$ cat src/rtl/cache_pkg.sv
// Shared types for the cache/memory subsystem.
//   arb_state_t : dram arbiter FSM states
//   req_id_t    : identifies which requester (I-cache or D-cache) last held the dram port
package cache_pkg;

  typedef enum logic [1:0] {
    ARB_IDLE,
    ARB_IC,
    ARB_DC,
    ARB_DC_HOLD
  } arb_state_t;

  typedef enum logic {
    REQ_IC,
    REQ_DC
  } req_id_t;

endpackage

$ cat src/rtl/dram_arbiter.sv
// Shares the single dram port between the I-cache refill path and the D-cache
// refill/writeback path. Round-robin on simultaneous requests, with a D-cache
// write->read lock so a dirty evict and its refill run back-to-back. A granted
// transaction always runs to mem_ready.
//
// Ports:
//   clk, rst                          core clock, synchronous active-low reset
//   ic_rden, ic_addr                  I-cache line read request (level until ic_ready)
//   ic_data_out, ic_ready             line and 1-cycle completion pulse to I-cache
//   dc_rden, dc_wren, dc_addr,        D-cache read / writeback request (level until dc_ready)
//   dc_data_in                        writeback line
//   dc_data_out, dc_ready             line and 1-cycle completion pulse to D-cache
//   mem_rden, mem_wren, mem_addr,     registered dram strobes, address and write data
//   mem_data_in
//   mem_data_out, mem_ready           dram read data and completion pulse
module dram_arbiter
  import cache_pkg::*;
#(
  parameter int unsigned AWIDTH = 6,
  parameter int unsigned DWIDTH = 128
) (
  input  logic              clk,
  input  logic              rst,
  input  logic              ic_rden,
  input  logic [AWIDTH-1:0] ic_addr,
  output logic [DWIDTH-1:0] ic_data_out,
  output logic              ic_ready,
  input  logic              dc_rden,
  input  logic              dc_wren,
  input  logic [AWIDTH-1:0] dc_addr,
  input  logic [DWIDTH-1:0] dc_data_in,
  output logic [DWIDTH-1:0] dc_data_out,
  output logic              dc_ready,
  output logic              mem_rden,
  output logic              mem_wren,
  output logic [AWIDTH-1:0] mem_addr,
  output logic [DWIDTH-1:0] mem_data_in,
  input  logic [DWIDTH-1:0] mem_data_out,
  input  logic              mem_ready
);

  arb_state_t        state_q, state_d;
  req_id_t           last_grant_q, last_grant_d;
  logic              mem_rden_q, mem_rden_d;
  logic              mem_wren_q, mem_wren_d;
  logic [AWIDTH-1:0] mem_addr_q, mem_addr_d;
  logic [DWIDTH-1:0] mem_data_in_q, mem_data_in_d;

  logic dc_req;
  assign dc_req = dc_rden | dc_wren;

  always_comb begin
    state_d       = state_q;
    last_grant_d  = last_grant_q;
    mem_rden_d    = mem_rden_q;
    mem_wren_d    = mem_wren_q;
    mem_addr_d    = mem_addr_q;
    mem_data_in_d = mem_data_in_q;

    unique case (state_q)
      ARB_IDLE: begin
        // On a tie the side that did not go last wins.
        if (dc_req && (!ic_rden || last_grant_q == REQ_IC)) begin
          state_d       = ARB_DC;
          // Write wins if both D-cache strobes are high.
          mem_wren_d    = dc_wren;
          mem_rden_d    = ~dc_wren;
          mem_addr_d    = dc_addr;
          mem_data_in_d = dc_data_in;
        end else if (ic_rden) begin
          state_d    = ARB_IC;
          mem_rden_d = 1'b1;
          mem_wren_d = 1'b0;
          mem_addr_d = ic_addr;
        end
      end
      ARB_IC: begin
        if (mem_ready) begin
          state_d      = ARB_IDLE;
          mem_rden_d   = 1'b0;
          last_grant_d = REQ_IC;
        end
      end
      ARB_DC: begin
        if (mem_ready) begin
          mem_rden_d   = 1'b0;
          mem_wren_d   = 1'b0;
          last_grant_d = REQ_DC;
          // A finished writeback gets one cycle to present its refill read.
          state_d      = mem_wren_q ? ARB_DC_HOLD : ARB_IDLE;
        end
      end
      ARB_DC_HOLD: begin
        if (dc_rden) begin
          state_d    = ARB_DC;
          mem_rden_d = 1'b1;
          mem_wren_d = 1'b0;
          mem_addr_d = dc_addr;
        end else begin
          state_d      = ARB_IDLE;
          last_grant_d = REQ_DC;
        end
      end
    endcase
  end

  always_ff @(posedge clk) begin
    if (!rst) begin
      state_q       <= ARB_IDLE;
      last_grant_q  <= REQ_IC;
      mem_rden_q    <= 1'b0;
      mem_wren_q    <= 1'b0;
      mem_addr_q    <= '0;
      mem_data_in_q <= '0;
    end else begin
      state_q       <= state_d;
      last_grant_q  <= last_grant_d;
      mem_rden_q    <= mem_rden_d;
      mem_wren_q    <= mem_wren_d;
      mem_addr_q    <= mem_addr_d;
      mem_data_in_q <= mem_data_in_d;
    end
  end

  assign mem_rden    = mem_rden_q;
  assign mem_wren    = mem_wren_q;
  assign mem_addr    = mem_addr_q;
  assign mem_data_in = mem_data_in_q;

  assign ic_ready    = mem_ready && (state_q == ARB_IC);
  assign dc_ready    = mem_ready && (state_q == ARB_DC);
  assign ic_data_out = mem_data_out;
  assign dc_data_out = mem_data_out;

endmodule
$ cat config.mk
export PLATFORM = sky130hd
export DESIGN_NAME = dram_arbiter
export DESIGN_NICKNAME = d
export VERILOG_FILES = /design/src/rtl/cache_pkg.sv /design/src/rtl/dram_arbiter.sv
export SDC_FILE = /design/constraint.sdc
export NUM_CORES = 1
export LEC_CHECK = 0
export ABC_AREA = 1
export CAP_MARGIN = 30
export CORE_AREA = 2 2 260 262
export CTS_CLUSTER_SIZE = 8
export DETAILED_ROUTE_END_ITERATION = 8
export DIE_AREA = 0 0 262 264
export GPL_ROUTABILITY_DRIVEN = 1
export SYNTH_ARGS = -nofsm -noshare
export SYNTH_HDL_FRONTEND = slang
export SYNTH_SLANG_ARGS = --single-unit
$ cat constraint.sdc
create_clock -name clk -period 3.7 [get_ports clk]
set_clock_uncertainty 0.15 [all_clocks]
set_input_delay 0.74 -clock clk [delete_from_list [all_inputs] [get_ports clk]]
set_output_delay 0.74 -clock clk [all_outputs]
set_load 0.01 [all_outputs]
==> results.sh, run 1 <==
export IMPL_status="completed"
export IMPL_critPathTopFamily="buffers and inverters"
export IMPL_finalHoldWorstSlack_ns=0.312
export IMPL_cts_setup_buffers=0
export IMPL_r2r_end="mem_data_in[46]"
export IMPL_seq_power_share=0.319
export IMPL_fin_setup_tns_ns=0
export IMPL_crit_path_end_kind="output port"
export IMPL_multi_input_area_sq_um=2150
export IMPL_ant_nets=0
export IMPL_die_width_um=262
export IMPL_cts_root_buf="clkbuf_16"
export IMPL_antenna_found_initial=0
export IMPL_r2r_start="state_q[0]"
export IMPL_swShare=0.373
export IMPL_post_route_drc_count=0
export IMPL_power_switching_mw=2.51
export IMPL_antennaDiodeCount=0
export IMPL_first_pass_iters=4
export IMPL_worstHoldPathType="reg -> reg"
export IMPL_io_pins=668
export IMPL_start_util=0.109
export IMPL_nets=1228
export IMPL_crit_chain="clkdlybuf4s50_1, nand2_1, inv_1, clkdlybuf4s50_1"
export IMPL_stdcell_count=1834
export IMPL_cts_hold_buf=0
export IMPL_gp_congestion=0.739
export IMPL_finalSetupViolations=0
export IMPL_fill_cells=7635
export IMPL_min_delay_worst_endpoint="mem_data_in[94]"
export IMPL_crit_buf_inv=3
export IMPL_peakVddDrop_uv=481
export IMPL_viasPerCell=3.08
export IMPL_via_count=5648
export IMPL_cts_buffer_depth=2
export IMPL_insertion_delay_ns=0.46
export IMPL_core_sq_um=66600
export IMPL_ys_seq_area_frac=0.383
export IMPL_p_comb_frac=0.410
export IMPL_io_buffers=283
export IMPL_synth_cell_types=23
export IMPL_slew_headroom=0.566
export IMPL_arrival_ns=1.89
export IMPL_row_count=95
export IMPL_final_period_utilization=0.752
export IMPL_min_period_ns=2.78
export IMPL_rsz0062_at_grt="no"
export IMPL_drv_slew=0
export IMPL_grt_pass1_wl_um=33100
export IMPL_drt_iter0_markers=204
export IMPL_leakage_nw=3.45
export IMPL_cts_resized=0
export IMPL_p_clk_frac=0.271
export IMPL_max_freq_ghz=0.359
export IMPL_startpoint_type="primary input"
export IMPL_postLayoutCellArea_sq_um=9680
export IMPL_regArea_sq_um=2780
export IMPL_cp_common_cell="clkdlybuf4s50_1"
export IMPL_power_mw=6.71
export IMPL_synth_edff_count=0
export IMPL_crit_fanout=3
export IMPL_r2r_slack_ns=1.63
export IMPL_worstHoldStart="mem_data_in[94]"
export IMPL_drt_total_wl_um=23600
export IMPL_worstPathRequired_ns=2.81
export IMPL_cts_sinks=139
export IMPL_ys_warn_count=0
export IMPL_drive_gt1_frac=0.0791
export IMPL_die_area_sq_um=69200
export IMPL_tritoncts="built"
export IMPL_slowest_delay_ns=0.52
export IMPL_finish_utilization=0.145
export IMPL_grt_util_all_layers=0.0665
export IMPL_async_flop_share=0
export IMPL_post_place_ws_ns=0.918
export IMPL_areaGrowthSynthToFinish_pct=33.1
export IMPL_cts_buffers=17
export IMPL_netlist_area_sq_um=7270
export IMPL_ys_ff_latch=139
export IMPL_hold_depth=2
export IMPL_setup_slack_ns=0.916
export IMPL_synth_area_per_cell_sq_um=7.76
export IMPL_hold_violations=0
export IMPL_maxCapViolCount=0
export IMPL_place_area_sq_um=9080
export IMPL_slowest_stage="clkdlybuf4s50_1"
export IMPL_die_y_um=264
export IMPL_reg2reg_depth=6
export IMPL_synth_cells=937
export IMPL_power_per_cell_area_nw_per_um2=693
export IMPL_clkTransAtPathRegs_ns=0.06
export IMPL_grt_max_degree=129
export IMPL_dp_cells=1802
export IMPL_ys_flop_type="dfxtp_1"
export IMPL_postSynthNetCount=1217
export IMPL_final_cell_mix="283 x nand2_1, 283 x clkdlybuf4s50_1, 139 x dfxtp_1, 118 x a21oi_1, 22 x inv_1"
export IMPL_crit_type="in -> out"
export IMPL_routedWlPerCell_um=12.9
export IMPL_first_global_vias=5386
export IMPL_worst_pin_slew_ns=0.651
export IMPL_hpwl_um=16900
export IMPL_cts_max_level=4
export IMPL_overflow=0
export IMPL_power_internal_mw=4.21
==> worst max-delay path by stage <==
stage	startpoint	endpoint	cells past startpoint
global placement	mem_ready	dc_ready	4
CTS	state_q[0]	dc_ready	5
global route	state_q[0]	dc_ready	5
finish	mem_ready	dc_ready	4
detailed placement	mem_ready	ic_ready	4
floorplan	mem_ready	dc_ready	2
==> worst min-delay path, delay by kind of cell (launching register included) <==
kind	cells	cell delay, ns
AND/OR/NAND/NOR	1	0.06
flip-flops	1	0.31
AO/OA/AOI/OAI	1	0.05
==> registers in the layout, indices dropped and copies added (netlist names) <==
register / cells
mem_wren: 1
mem_addr: 6
mem_rden: 1
mem_data_in: 128
last_grant_q: 1
state_q: 2
==> power by group through the flow <==
stage | clock network, mW | registers [mW] | logic, mW
floorplan | 0 | 2.34 | 1.70
global placement | 0 | 2.17 | 2.80
detailed placement | 0 | 2.17 | 2.80
CTS | 1.96 | 2.15 | 2.81
global route | 1.99 | 2.19 | 3.04
finish | 1.82 | 2.14 | 2.75
==> layer usage <==
metal / wire [um] / vias to the layer above / global-route usage
met2: 9550 / 349 / 0.0915
met4: 2140 / 4 / 0.0713
met3: 3120 / 141 / 0.0422
met5: 106 / - / 0.0114
met1: 8720 / 2448 / 0.0635
li1: - / 2706 / -
==> synth_stat cells (3+ instances only) <==
library cell,count,area (sq um)
ha_1,6,75.1
inv_2,3,11.3
a21oi_2,20,175
dfxtp_1,139,2780
nand2_2,11,68.8
nor2_1,13,48.8
inv_1,22,82.6
buf_8,8,120
buf_6,3,33.8
buf_4,261,1960
nand2_1,283,1060
a21oi_1,118,591
nand3_1,17,85.1
buf_2,13,65.1
clkbuf_1,12,45.0
==> cells by family (layout without fill, tap and decap cells) <==
kind of cell	after synthesis	in the layout	share of synthesized area
and+or+nand+nor	328	328	0.178
buffers and inverters	324	348	0.322
AOI/OAI and AO/OA	140	140	0.107
DFF	139	139	0.383
adders and majority gates	6	6	0.0103
==> cell type report <==
type | instances | share of cell area
inverter | 26 | 0.0109
clock buffer | 18 | 0.0454
sequential | 139 | 0.287
timing repair buffer | 290 | 0.305
clock inverter | 14 | 0.0163
tap | 873 | 0.113
multi-input combinational | 474 | 0.223
(Power assumes the default switching activity.)
==> run 2, diff against run 1 <==
- CORE_AREA: 2 2 260 262 -> 2 2 257 259
- DIE_AREA: 0 0 262 264 -> 0 0 259 261
- clock period: 3.7 -> 2.9 ns (I/O delays scaled with it)
==> run 2 against run 1 <==
Against the previous run: clock power increased by 25%; via count increased by 0.50%; first-iteration DRC count is 14% higher; highest routed layer is now met4; combinational power is 34% higher; die area shrank 2.3%; routed wire length increased by 2.5%; cell area up 1.2%; largest cell class unchanged; power is 30% higher; utilization increased by 0.53 points; count of clock-buffer cells in the layout rose by 2.
==> results.sh, run 2 (synthesis results as in run 1) <==
export IMPL_slew_headroom=0.725
export IMPL_hpwl_um=17800
export IMPL_arrival_ns=1.89
export IMPL_ant_nets=0
export IMPL_via_count=5676
export IMPL_cts_buffers=17
export IMPL_grt_pass1_wl_um=34200
export IMPL_drv_slew=0
export IMPL_first_global_vias=5442
export IMPL_grt_util_all_layers=0.0701
export IMPL_crit_type="reg -> out"
export IMPL_slowest_stage="clkdlybuf4s50_1"
export IMPL_core_sq_um=65000
export IMPL_max_freq_ghz=0.381
export IMPL_leakage_nw=3.53
export IMPL_multi_input_area_sq_um=2150
export IMPL_start_util=0.112
export IMPL_insertion_delay_ns=0.47
export IMPL_rsz0062_at_grt="no"
export IMPL_clkTransAtPathRegs_ns=0.06
export IMPL_cts_resized=0
export IMPL_cts_setup_buffers=0
export IMPL_startpoint_type="register"
export IMPL_peakVddDrop_uv=393
export IMPL_row_count=94
export IMPL_setup_slack_ns=0.276
export IMPL_finalHoldWorstSlack_ns=0.310
export IMPL_drt_iter0_markers=233
export IMPL_hold_violations=0
export IMPL_overflow=0
export IMPL_crit_fanout=5
export IMPL_final_period_utilization=0.905
export IMPL_grt_max_degree=66
export IMPL_power_mw=8.69
export IMPL_io_buffers=283
export IMPL_antenna_found_initial=1
export IMPL_fill_cells=7408
export IMPL_min_period_ns=2.62
export IMPL_slowest_delay_ns=0.53
export IMPL_die_width_um=259
export IMPL_crit_path_end_kind="output port"
export IMPL_worst_pin_slew_ns=0.412
export IMPL_cts_sinks=139
export IMPL_first_pass_iters=4
export IMPL_tritoncts="built"
export IMPL_io_pins=668
export IMPL_power_per_cell_area_nw_per_um2=887
export IMPL_finalSetupViolations=0
export IMPL_fin_setup_tns_ns=0
export IMPL_drive_gt1_frac=0.0932
export IMPL_cts_root_buf="clkbuf_16"
export IMPL_routedWlPerCell_um=13.2
export IMPL_regArea_sq_um=2780
export IMPL_gp_congestion=0.735
export IMPL_final_cell_mix="283 x nand2_1, 283 x clkdlybuf4s50_1, 139 x dfxtp_1, 118 x a21oi_1, 22 x inv_1"
export IMPL_worstHoldPathType="reg -> reg"
export IMPL_cts_buffer_depth=2
export IMPL_post_place_ws_ns=0.414
export IMPL_crit_buf_inv=3
export IMPL_status="completed"
export IMPL_cts_hold_buf=0
export IMPL_die_area_sq_um=67600
export IMPL_crit_chain="inv_1, ha_1, nand2_1, inv_1, clkdlybuf4s50_1"
export IMPL_antennaDiodeCount=0
export IMPL_largest_reg_flops=128
export IMPL_worstPathRequired_ns=2.17
export IMPL_post_route_drc_count=0
export IMPL_cp_common_cell="inv_1"
export IMPL_nets=1246
export IMPL_maxCapViolCount=0
export IMPL_areaGrowthSynthToFinish_pct=34.8
export IMPL_cts_max_level=4
export IMPL_drt_total_wl_um=24200
export IMPL_die_y_um=261
export IMPL_viasPerCell=3.08
export IMPL_critPathTopFamily="buffers and inverters"
## run 2: cell count changes in the layout (fill, tap and decap cells not counted), moves of 2 or more
cell      previous run  this run
buf_4                2        19
clkbuf_8             1         3
clkinv_4             3         1
inv_6                5         3
## run 2: area by class of cell
cell class	instances	area share
clock buffers	20	0.0476
clock inverters	9	0.0116
inverters	26	0.0107
multi-input cells	474	0.220
flip-flops and latches	139	0.284
well taps	864	0.110
repair buffers	308	0.316
## run 2: per-layer routing
metal / vias up / global-route usage / wire length [um]
met5: - / 0 / 0
met4: 0 / 0.0820 / 2490
met3: 171 / 0.0495 / 3440
met2: 363 / 0.0923 / 9620
met1: 2404 / 0.0667 / 8670
li1: 2738 / - / -
## run 2: stage by stage
step                 util  instance area, sq um  cells
global placement    0.142                  9220   1811
CTS                 0.151                  9800   1840
detailed placement  0.142                  9220   1811
floorplan               -                  7270    937
global route        0.151                  9800   1840
finish              0.151                  9800   1840
## run 2: power by group
| part | internal, mW | switching (mW) | total, mW |
|---|---|---|---|
| sequential | 2.45 | 0.286 | 2.73 |
| clock | 1.32 | 0.948 | 2.27 |
| combinational | 1.76 | 1.93 | 3.69 |
## run 2: final timing paths
check                  startpoint              end  depth (start not counted)  slack, ns
setup / recovery       state_q[0]         dc_ready                          5       0.28
hold / removal    mem_data_in[81]  mem_data_in[81]                          2       0.31
setup reg to reg       state_q[0]  mem_data_in[58]                          8       0.91
hold reg to reg   mem_data_in[81]  mem_data_in[81]                          2       0.31
## run 2: worst register-to-register path, stage by stage (launching register included)
cell     delay, ns
dfxtp_1       0.36
inv_1         0.14
ha_1          0.31
nand3_4       0.16
inv_4         0.19
buf_12        0.19
buf_4         0.22
nand2_1       0.06
a21oi_1       0.12
==> run 3, diff against run 2 <==
- ABC_AREA: 1 -> unset
- SLEW_MARGIN: unset -> 20
==> run 3 against run 2 <==
Against the previous run: cell area grew 2.0%; via count grew 14%; critical path depth shrank 1; critical endpoint unchanged; sequential share of layout area shrank 0.57 points; final cell count shrank 2.6%.
==> results.sh, run 3 <==
export IMPL_drt_total_wl_um=29100
export IMPL_die_area_sq_um=67600
export IMPL_final_cell_mix="283 x clkdlybuf4s50_1, 139 x dfxtp_1, 135 x a21oi_1, 133 x o21ai_0, 129 x nand3_1"
export IMPL_synth_top_area_frac=0.371
export IMPL_cts_max_level=4
export IMPL_first_global_vias=6340
export IMPL_via_count=6466
export IMPL_cts_setup_buffers=0
export IMPL_cts_hold_buf=0
export IMPL_worstPathRequired_ns=2.17
export IMPL_drt_iter0_markers=321
export IMPL_netlist_area_sq_um=7500
export IMPL_first_pass_iters=4
export IMPL_core_sq_um=65000
export IMPL_synth_largest_area_cell="dfxtp_1"
export IMPL_worst_pin_slew_ns=0.667
export IMPL_overflow=0
export IMPL_row_count=94
export IMPL_slowest_stage="clkdlybuf4s50_1"
export IMPL_io_pins=668
export IMPL_arrival_ns=1.95
export IMPL_hpwl_um=20800
export IMPL_synth_edff_count=0
export IMPL_crit_chain="inv_1, ha_1, and2_1, clkdlybuf4s50_1"
export IMPL_cts_buffer_depth=2
export IMPL_grt_pass1_wl_um=41000
export IMPL_slew_headroom=0.556
export IMPL_cts_root_buf="clkbuf_16"
export IMPL_die_width_um=259
export IMPL_antenna_found_initial=0
export IMPL_hold_violations=0
export IMPL_postSynthNetCount=1204
export IMPL_slowest_delay_ns=0.54
export IMPL_clkTransAtPathRegs_ns=0.07
export IMPL_tritoncts="built"
export IMPL_ant_nets=0
export IMPL_critPathTopFamily="buffers and inverters"
export IMPL_cts_sinks=139
export IMPL_worstHoldPathType="reg -> reg"
export IMPL_cts_buffers=17
export IMPL_grt_max_degree=83
export IMPL_insertion_delay_ns=0.48
export IMPL_areaGrowthSynthToFinish_pct=33.3
export IMPL_ys_seq_area_frac=0.371
export IMPL_crit_buf_inv=2
export IMPL_setup_slack_ns=0.219
export IMPL_ys_ff_latch=139
export IMPL_routedWlPerCell_um=16.2
export IMPL_peakVddDrop_uv=920
export IMPL_ys_warn_count=0
export IMPL_startpoint_type="register"
export IMPL_start_util=0.115
export IMPL_min_period_ns=2.68
export IMPL_crit_type="reg -> out"
export IMPL_die_y_um=261
export IMPL_synth_area_per_cell_sq_um=8.12
export IMPL_layout_commonest_cell="clkdlybuf4s50_1"
export IMPL_fin_setup_tns_ns=0
export IMPL_worstHoldStart="mem_data_in[14]"
export IMPL_finish_utilization=0.154
export IMPL_post_route_drc_count=0
export IMPL_yosys_cell_count_top_type="buf_4"
export IMPL_nets=1193
export IMPL_drv_slew=0
export IMPL_finalSetupViolations=0
export IMPL_gp_congestion=0.764
export IMPL_rsz0062_at_grt="no"
export IMPL_maxCapViolCount=0
export IMPL_crit_fanout=6
export IMPL_ys_top_cells_by_count="256 x buf_4, 139 x dfxtp_1, 135 x a21oi_1"
export IMPL_io_buffers=283
export IMPL_async_flop_share=0
export IMPL_drive_gt1_frac=0.0702
export IMPL_ys_flop_type="dfxtp_1"
export IMPL_leakage_nw=3.29
export IMPL_largest_reg_flops=128
export IMPL_viasPerCell=3.61
export IMPL_synth_cells=924
export IMPL_synthTopCellsByArea="dfxtp_1 37%, buf_4 26%, a21oi_1 9.0%"
export IMPL_r2r_start="state_q[1]"
export IMPL_power_per_cell_area_nw_per_um2=898
export IMPL_post_place_ws_ns=0.235
export IMPL_max_freq_ghz=0.373
export IMPL_synth_cell_types=38
export IMPL_status="completed"
export IMPL_final_period_utilization=0.925
export IMPL_power_mw=8.98
export IMPL_cts_resized=0
export IMPL_grt_util_all_layers=0.0839
export IMPL_startpoint="state_q[0]"
export IMPL_crit_path_end_kind="output port"
## run 3: changes by cell type after synthesis, sizes merged, moves of 3 or more
cell    previous run  this run
inv               25         4
nand3b             1         6
a311oi             0         6
clkbuf            12        38
a211oi             0         3
o21ai              1       136
nor2              14         1
and2               0         3
nand3             18       129
mux2i              0         3
buf              286       294
nand2            294         3
a21oi            138       135
## run 3: cells by family (layout without fill, tap and decap cells)
kind of cell    after synthesis  after routing  synth area share
compound gates              292            292             0.210
fa+ha+maj                     6              6            0.0100
buf+inv                     336            338             0.301
flops                       139            139             0.371
mux                           4              4           0.00551
other cells                   0              3                 0
simple gates                147            147             0.102
## run 3: routing by layer
metal,GRT usage,share of wire
met5,0.00694,0.0024
met4,0.0694,0.065
met3,0.0463,0.12
met2,0.124,0.44
met1,0.0866,0.37
## run 3: worst min-delay path: stages (launching register included)
cell and delay (ns):
dfxtp_1 0.30, o21ai_0 0.06, a21oi_1 0.06
## run 3: per-stage QoR
stage,hold WS [ns],instance area [sq um],std cells
5_1_grt,0.337,9990,1790
2_1_floorplan,0.329,7500,924
3_5_place_dp,0.315,9430,1758
6_report,0.323,10000,1793
4_1_cts,0.325,9990,1790
3_3_place_gp,0.307,9430,1758
## run 3: final cells by class
class	instances	area [sq um]
Antenna cell	3	7.51
Fill cell	7305	55000
Timing Repair Buffer	302	3060
Clock inverter	14	124
Tap cell	864	1080
Multi-Input combinational cell	449	2480
Sequential cell	139	2780
Inverter	4	17.5
Clock buffer	18	439
## run 3: path summary, 6_finish.rpt
path	depth (start not counted)	end	slack, ns
setup reg to reg	4	mem_addr[5]	0.79
hold reg to reg	2	mem_data_in[14]	0.32
hold / removal	2	mem_data_in[14]	0.32
setup / recovery	4	dc_ready	0.22
## run 3: where the power goes
part | total [mW] | switching [mW] | internal (mW)
combinational | 4.07 | 2.23 | 1.84
clock | 2.20 | 1.06 | 1.15
sequential | 2.71 | 0.278 | 2.43
